--- src/rtl/uart_top_unit.sv ---
// -----------------------------------------------------------------------------
// uart_top_unit -- full-duplex 8N1 UART with 16x oversampling tick generator,
// a receiver and a transmitter, each fronted by a circular FIFO.
//
// Frame: start bit (0), NB_DATA data bits LSB first, one stop bit (1).
// The idle line is 1.
//
// Optional feature macro: UART_ERR_FLAGS_EN
//   When defined, adds sticky outputs o_rx_ferr (framing error) and
//   o_rx_ovr (RX FIFO overrun). Both are cleared only by reset.
//
// Ports
//   clk         system clock
//   i_rst       asynchronous active-high reset
//   i_tick_cmp  clocks per oversampling tick (0 behaves as 1)
//   i_rx        serial input (asynchronous, synchronised internally)
//   o_tx        serial output (forced to 1 while in reset)
//   i_wdata     byte to transmit / byte to push into the TX FIFO
//   i_wr        push i_wdata into the TX FIFO
//   i_tx_start  start the transmitter when it is idle
//   o_tx_done   one-clock pulse at the end of each stop bit sent
//   o_tx_empty  TX FIFO empty
//   o_tx_full   TX FIFO full
//   o_rdata     RX FIFO head (first-word fall-through), 0 when empty
//   i_rd        pop the RX FIFO
//   o_rx_done   one-clock pulse when a received byte with valid stop bit ends
//   o_rx_empty  RX FIFO empty
//   o_rx_full   RX FIFO full
//   o_rx_ferr   (UART_ERR_FLAGS_EN) sticky framing error
//   o_rx_ovr    (UART_ERR_FLAGS_EN) sticky overrun
// -----------------------------------------------------------------------------
module uart_top_unit #(
    parameter int NB_COUNTER   = 9,
    parameter int NB_DATA      = 8,
    parameter int NB_FIFO_ADDR = 4
) (
    input  logic                  clk,
    input  logic                  i_rst,
    input  logic [NB_COUNTER-1:0] i_tick_cmp,
    input  logic                  i_rx,
    output logic                  o_tx,
    input  logic [NB_DATA-1:0]    i_wdata,
    input  logic                  i_wr,
    input  logic                  i_tx_start,
    output logic                  o_tx_done,
    output logic                  o_tx_empty,
    output logic                  o_tx_full,
    output logic [NB_DATA-1:0]    o_rdata,
    input  logic                  i_rd,
    output logic                  o_rx_done,
    output logic                  o_rx_empty,
`ifdef UART_ERR_FLAGS_EN
    output logic                  o_rx_ferr,
    output logic                  o_rx_ovr,
`endif
    output logic                  o_rx_full
);

    localparam int NB_BIT = $clog2(NB_DATA);
    localparam int DEPTH  = 2**NB_FIFO_ADDR;
    localparam logic [NB_FIFO_ADDR:0]   CNT_FULL = (NB_FIFO_ADDR+1)'(DEPTH);
    localparam logic [NB_FIFO_ADDR:0]   CNT_ONE  = (NB_FIFO_ADDR+1)'(1);
    localparam logic [NB_FIFO_ADDR-1:0] PTR_ONE  = NB_FIFO_ADDR'(1);
    localparam logic [NB_BIT-1:0]       BIT_LAST = NB_BIT'(NB_DATA-1);

    localparam logic [1:0] ST_IDLE  = 2'd0;
    localparam logic [1:0] ST_START = 2'd1;
    localparam logic [1:0] ST_DATA  = 2'd2;
    localparam logic [1:0] ST_STOP  = 2'd3;

    // ---------------- oversampling tick ----------------
    logic [NB_COUNTER-1:0] tick_cnt;
    logic [NB_COUNTER-1:0] tick_last;
    logic                  tick;

    // A compare value of 0 collapses to a tick every clock, same as 1.
    assign tick_last = (i_tick_cmp == '0) ? '0 : i_tick_cmp - NB_COUNTER'(1);
    assign tick      = (tick_cnt == tick_last);

    always_ff @(posedge clk or posedge i_rst) begin
        if (i_rst) tick_cnt <= '0;
        else       tick_cnt <= tick ? '0 : tick_cnt + NB_COUNTER'(1);
    end

    // ---------------- TX FIFO ----------------
    logic [NB_DATA-1:0]      tx_mem [DEPTH];
    logic [NB_FIFO_ADDR-1:0] tx_wptr, tx_rptr;
    logic [NB_FIFO_ADDR:0]   tx_cnt;
    logic                    tx_push, tx_pop;
    logic [NB_DATA-1:0]      tx_head;

    assign o_tx_empty = (tx_cnt == '0);
    assign o_tx_full  = (tx_cnt == CNT_FULL);
    assign tx_head    = tx_mem[tx_rptr];
    // A write into a full FIFO is accepted only when a pop frees a slot that clock.
    assign tx_push    = i_wr && (!o_tx_full || tx_pop);

    always_ff @(posedge clk or posedge i_rst) begin
        if (i_rst) begin
            tx_wptr <= '0;
            tx_rptr <= '0;
            tx_cnt  <= '0;
        end else begin
            if (tx_push) tx_wptr <= tx_wptr + PTR_ONE;
            if (tx_pop)  tx_rptr <= tx_rptr + PTR_ONE;
            if (tx_push && !tx_pop)      tx_cnt <= tx_cnt + CNT_ONE;
            else if (tx_pop && !tx_push) tx_cnt <= tx_cnt - CNT_ONE;
        end
    end

    always_ff @(posedge clk) begin
        if (tx_push) tx_mem[tx_wptr] <= i_wdata;
    end

    // ---------------- transmitter ----------------
    logic [1:0]         tx_state;
    logic [3:0]         tx_tcnt;
    logic [NB_BIT-1:0]  tx_bcnt;
    logic [NB_DATA-1:0] tx_shreg;
    logic               tx_line;
    logic               tx_bit_end;

    assign tx_bit_end = tick && (tx_tcnt == 4'd15);
    assign tx_pop     = !o_tx_empty &&
                        (((tx_state == ST_IDLE) && i_tx_start) ||
                         ((tx_state == ST_STOP) && tx_bit_end));
    assign o_tx       = tx_line;

    always_ff @(posedge clk or posedge i_rst) begin
        if (i_rst) begin
            tx_state  <= ST_IDLE;
            tx_tcnt   <= '0;
            tx_bcnt   <= '0;
            tx_line   <= 1'b1;
            o_tx_done <= 1'b0;
        end else begin
            o_tx_done <= 1'b0;
            // 4-bit tick counter wraps to 0 at each bit boundary by itself.
            if (tick && (tx_state != ST_IDLE)) tx_tcnt <= tx_tcnt + 4'd1;
            case (tx_state)
                ST_IDLE: begin
                    if (i_tx_start) begin
                        tx_state <= ST_START;
                        tx_tcnt  <= '0;
                    end
                end
                ST_START: begin
                    if (tx_bit_end) begin
                        tx_state <= ST_DATA;
                        tx_bcnt  <= '0;
                    end
                end
                ST_DATA: begin
                    if (tx_bit_end) begin
                        tx_bcnt <= tx_bcnt + NB_BIT'(1);
                        if (tx_bcnt == BIT_LAST) tx_state <= ST_STOP;
                    end
                end
                default: begin
                    if (tx_bit_end) begin
                        o_tx_done <= 1'b1;
                        tx_state  <= o_tx_empty ? ST_IDLE : ST_START;
                    end
                end
            endcase
            // Registered line level keeps o_tx glitch-free.
            tx_line <= (tx_state == ST_START) ? 1'b0 :
                       (tx_state == ST_DATA)  ? tx_shreg[0] : 1'b1;
        end
    end

    always_ff @(posedge clk) begin
        if ((tx_state == ST_IDLE) && i_tx_start)
            tx_shreg <= o_tx_empty ? i_wdata : tx_head;
        else if ((tx_state == ST_DATA) && tx_bit_end)
            tx_shreg <= tx_shreg >> 1;
        else if ((tx_state == ST_STOP) && tx_bit_end && !o_tx_empty)
            tx_shreg <= tx_head;
    end

    // ---------------- receiver ----------------
    logic               rx_s1, rx_s2, rx_prev;
    logic [1:0]         rx_state;
    logic [3:0]         rx_tcnt;
    logic [NB_BIT-1:0]  rx_bcnt;
    logic [NB_DATA-1:0] rx_shreg;
    logic               rx_bit_end, rx_mid;
    logic               rx_stop_ok, rx_stop_bad, rx_push, rx_pop, rx_drop;

    assign rx_bit_end  = tick && (rx_tcnt == 4'd15);
    assign rx_mid      = tick && (rx_tcnt == 4'd7);
    assign rx_stop_ok  = (rx_state == ST_STOP) && rx_bit_end && rx_s2;
    assign rx_stop_bad = (rx_state == ST_STOP) && rx_bit_end && !rx_s2;
    assign rx_pop      = i_rd && !o_rx_empty;
    assign rx_push     = rx_stop_ok && (!o_rx_full || rx_pop);
    assign rx_drop     = rx_stop_ok && o_rx_full && !rx_pop;

    always_ff @(posedge clk or posedge i_rst) begin
        if (i_rst) begin
            rx_s1     <= 1'b1;
            rx_s2     <= 1'b1;
            rx_prev   <= 1'b1;
            rx_state  <= ST_IDLE;
            rx_tcnt   <= '0;
            rx_bcnt   <= '0;
            o_rx_done <= 1'b0;
        end else begin
            rx_s1     <= i_rx;
            rx_s2     <= rx_s1;
            rx_prev   <= rx_s2;
            // Done pulses even on overrun; only a bad stop bit suppresses it.
            o_rx_done <= rx_stop_ok;
            if (tick && (rx_state != ST_IDLE)) rx_tcnt <= rx_tcnt + 4'd1;
            case (rx_state)
                ST_IDLE: begin
                    if (rx_prev && !rx_s2) begin
                        rx_state <= ST_START;
                        rx_tcnt  <= '0;
                    end
                end
                ST_START: begin
                    // Mid start bit: a high line means the edge was a glitch.
                    if (rx_mid) begin
                        rx_state <= rx_s2 ? ST_IDLE : ST_DATA;
                        rx_tcnt  <= '0;
                        rx_bcnt  <= '0;
                    end
                end
                ST_DATA: begin
                    if (rx_bit_end) begin
                        rx_bcnt <= rx_bcnt + NB_BIT'(1);
                        if (rx_bcnt == BIT_LAST) rx_state <= ST_STOP;
                    end
                end
                default: begin
                    // Leave at stop-bit centre so the next start edge is seen.
                    if (rx_bit_end) rx_state <= ST_IDLE;
                end
            endcase
        end
    end

    always_ff @(posedge clk) begin
        if ((rx_state == ST_DATA) && rx_bit_end)
            rx_shreg <= {rx_s2, rx_shreg[NB_DATA-1:1]};
    end

    // ---------------- RX FIFO ----------------
    logic [NB_DATA-1:0]      rx_mem [DEPTH];
    logic [NB_FIFO_ADDR-1:0] rx_wptr, rx_rptr;
    logic [NB_FIFO_ADDR:0]   rx_cnt;

    assign o_rx_empty = (rx_cnt == '0);
    assign o_rx_full  = (rx_cnt == CNT_FULL);
    assign o_rdata    = o_rx_empty ? '0 : rx_mem[rx_rptr];

    always_ff @(posedge clk or posedge i_rst) begin
        if (i_rst) begin
            rx_wptr <= '0;
            rx_rptr <= '0;
            rx_cnt  <= '0;
        end else begin
            if (rx_push) rx_wptr <= rx_wptr + PTR_ONE;
            if (rx_pop)  rx_rptr <= rx_rptr + PTR_ONE;
            if (rx_push && !rx_pop)      rx_cnt <= rx_cnt + CNT_ONE;
            else if (rx_pop && !rx_push) rx_cnt <= rx_cnt - CNT_ONE;
        end
    end

    always_ff @(posedge clk) begin
        if (rx_push) rx_mem[rx_wptr] <= rx_shreg;
    end

`ifdef UART_ERR_FLAGS_EN
    always_ff @(posedge clk or posedge i_rst) begin
        if (i_rst) begin
            o_rx_ferr <= 1'b0;
            o_rx_ovr  <= 1'b0;
        end else begin
            if (rx_stop_bad) o_rx_ferr <= 1'b1;
            if (rx_drop)     o_rx_ovr  <= 1'b1;
        end
    end
`else
    logic unused_err;
    assign unused_err = rx_stop_bad ^ rx_drop;
`endif

endmodule

--- config.mk ---
export PLATFORM = sky130hd
export DESIGN_NAME = uart_top_unit
export DESIGN_NICKNAME = d
export VERILOG_FILES = /design/src/rtl/uart_top_unit.sv
export SDC_FILE = /design/constraint.sdc
export NUM_CORES = 1
export LEC_CHECK = 0
export CELL_PAD_IN_SITES_DETAIL_PLACEMENT = 1
export CELL_PAD_IN_SITES_GLOBAL_PLACEMENT = 2
export CORE_MARGIN = 4
export CORE_UTILIZATION = 40
export DETAILED_ROUTE_END_ITERATION = 6
export PLACE_DENSITY = 0.69
export SYNTH_ARGS = -nofsm -noshare
export SYNTH_HDL_FRONTEND = slang
export SYNTH_SLANG_ARGS = --single-unit
export TNS_END_PERCENT = 10
--- constraint.sdc ---
create_clock -name clk -period 7 [get_ports clk]
set_clock_uncertainty 0.2 [all_clocks]
set_input_delay 1.4 -clock clk [delete_from_list [all_inputs] [get_ports clk]]
set_output_delay 1.4 -clock clk [all_outputs]
set_load 0.01 [all_outputs]
==> results.py <==
metrics = {
    "final_layout": {
        "area_growth_pct": 14.1,
        "layout_commonest_cell": "edfxtp_1",
        "mostFrequentLayoutCells": "edfxtp_1 (272), mux4_2 (62), dfrtp_1 (52)",
        "fin_cells": 1428,
        "nets": 996,
        "stdcell_area_um2": 16500,
        "diodes": 0,
        "drive_gt1_share_pct": 17.6,
    },
    "power": {
        "power_density_nw_per_um2": 378,
        "ir_worst_vdd_mv": 0.201,
        "power_leakage_nw": 5.83,
        "power.total_mw": 6.26,
    },
    "floorplan": {
        "core_region_area_um2": 35700,
        "dieArea_um2": 39300,
        "die_w_um": 198,
        "die_h_um": 198,
        "io_pins": 38,
        "rows": 69,
        "initial_core_util_pct": 40.6,
    },
    "drt": {
        "drt_iter0_drc": 520,
        "routed-via-count": 7883,
        "first_pass_iters": 4,
        "drt_wl_total_um": 32600,
        "drc_errors": 0,
        "ant_nets": 0,
        "avgRoutedWirePerCell_um": 22.8,
        "vias_per_cell": 5.52,
    },
    "sta": {
        "worst_hold_slack_ns": 0.139,
        "clock.fmax_mhz": 182,
        "fin_setup_tns_ns": 0,
        "fin_crit_sh_pct": 78.4,
        "rsz0062_at_grt": "false",
        "setup_viol": 0,
        "drv_slew": 0,
        "hold_violations": 0,
        "period_minus_slack_ns": 5.48,
        "max_slew.worst_pin.slew_ns": 1.13,
        "relSlewSlack_pct": 24.2,
    },
    "global_route": {
        "antenna_found_initial": 0,
        "grt_usage_pct": 17.1,
        "grt_start_max_net_pins": 60,
        "grt_pass1_wl_um": 51800,
        "grt_pass1_vias": 8519,
        "grt-ovfl-total": 0,
    },
    "place": {
        "hpwl_um": 21300,
        "dp.cells": 1361,
        "placed_area_um2": 15300,
        "globalplace.congestion": 0.773,
        "io_buffers": 37,
    },
    "cts": {
        "clk_latency_ns": 0.53,
        "cts_hold_buf": 0,
        "clock_sinks": 331,
        "root_buffer": "clkbuf_16",
        "cts_tree": "yes",
        "postCtsSetupRepairBufs": 0,
        "clk_pin_slew_worst_paths_ns": 0.06,
        "cts.repair.resized": 0,
        "cts.htree.levels": 2,
        "cts_made_buffers": 37,
        "clockBufferDepth": 3,
    },
    "worst_setup_path": {
        "cp_max_fo": 19,
        "worst_ep_required_time_ns": 7.20,
        "r2r_slack_ns": 3.17,
        "end_kind": "flip-flop",
        "r2r_cells": 16,
        "crit_arrival_ns": 5.69,
        "critical_path_class": "in -> reg",
        "cp-start-kind": "input port",
    },
    "yosys": {
        "yosys_warnings": 0,
        "synth_edf_count": 272,
        "ys_seq_area_share_pct": 66.6,
        "syn_inst": 898,
        "yosys.area.top_type": "edfxtp_1",
        "synth-async-reset-ratio_pct": 17.8,
        "netlist.area_leader.share_pct": 56.4,
        "synth.area.top_cells": "edfxtp_1 (56%), mux4_2 (9.6%), dfrtp_1 (9.5%)",
        "ys_seq_elements": 331,
        "syn-num-nets": 955,
        "synth_cell_type_count": 68,
        "netlist_area_um2": 14500,
        "postSynthAreaPerCell_um2": 16.1,
        "synth_flop_cell": "edfxtp_1",
    },
    "hold_path": {
        "holdCritPathClass": "reg -> reg",
        "hold-path-cell-count": 0,
    },
    "flow_run": {
        "drv_cap": 0,
    },
    "run_status": {
        "outcome": "complete, no violations",
    },
}
-- synth_stat cells, types with 5 or more instances --
cell,number
or3_1,8
dfrtp_1,55
inv_1,34
o311a_1,5
buf_1,8
a21o_1,5
o21ai_0,28
edfxtp_1,272
a31oi_1,7
and4b_1,8
a21oi_1,11
ha_1,32
xnor2_1,22
a221oi_1,13
clkbuf_1,28
or4_4,5
nor2b_1,14
and2_1,8
nor2_1,32
a22oi_1,9
nand4_1,8
xor2_1,9
and3_1,23
nor4_1,6
o211ai_1,5
nor3_1,8
o31ai_1,5
nand2b_1,6
buf_2,9
mux4_2,62
nand3_1,20
nand2_1,37
mux2i_1,28
mux2_2,7
o22ai_1,5
-- final timing paths --
path	from	endpoint
setup / recovery	i_tick_cmp[0]	rx_cnt[4]
max in group asynchronous	i_rst	rx_rptr[0]
min in group asynchronous	i_rst	rx_state[0]
hold / removal	rx_s1	rx_s2
hold reg to reg	rx_s1	rx_s2
setup reg to reg	tick_cnt[0]	rx_cnt[4]
-- where the power goes --
group	total [mW]	switching, mW	internal (mW)
registers	2.63	0.294	2.34
clock network	1.89	0.788	1.10
logic	1.73	0.848	0.885
total	6.26	1.93	4.33
-- cells by family after synthesis --
logic type,Yosys count,share of synthesized area (%)
AO/OA/AOI/OAI,119,5.81
buffers and inverters,82,2.25
XOR/XNOR,31,1.87
AND/OR/NAND/NOR,204,8.29
flip-flops,331,66.6
adder cells (fa/ha/maj),34,3.04
multiplexers,97,12.1
-- layout make-up --
| cell class | count | area (um^2) |
|---|---|---|
| Fill cell | 3443 | 19100 |
| Tap cell | 461 | 577 |
| Inverter | 36 | 135 |
| Clock buffer | 50 | 1010 |
| Multi-Input combinational cell | 485 | 4520 |
| Timing Repair Buffer | 48 | 453 |
| Clock inverter | 17 | 183 |
| Sequential cell | 331 | 9650 |
-- per-stage QoR --
stage	worst slack [ns]	utilization [%]
3_5_place_dp	0.961	43.0
2_1_floorplan	1.81	-
4_1_cts	1.52	46.4
6_report	1.52	46.4
5_1_grt	1.11	46.4
3_3_place_gp	1.05	43.0
-- routing by layer --
layer	global-route usage, %	share of wire (%)	vias to the layer above
met5	0	0	-
met4	4.57	2.3	0
met3	2.45	3.3	53
met2	28.0	49	130
met1	24.1	46	4086
li1	-	-	3614
-- sequential cells by signal, indices dropped and copies added, names as in the netlist, 2 cells and up --
name,count
rx_mem,128
rx_cnt,5
tx_shreg,8
rx_state,2
tx_bcnt,3
tick_cnt,9
tx_state,2
rx_tcnt,4
rx_shreg,8
tx_tcnt,4
tx_rptr,4
tx_mem,128
rx_rptr,4
rx_wptr,4
tx_wptr,4
tx_cnt,5
rx_bcnt,3
-- worst max-delay path, cell delays in order --
cell and delay [ns]:
clkdlybuf4s50_1 0.49, inv_1 0.09, ha_1 0.20, nor3b_1 0.68
and3_1 0.28, a32o_1 0.20, o21ai_2 0.08, nor4_4 0.24
buf_4 0.21, and3_1 0.16, buf_4 0.23, ha_1 0.27
inv_1 0.11, ha_1 0.32, a21o_1 0.19, a21oi_1 0.18
xnor2_1 0.14, nor2_1 0.06, xor2_1 0.14
No activity file was read; power rests on OpenSTA's default activity.
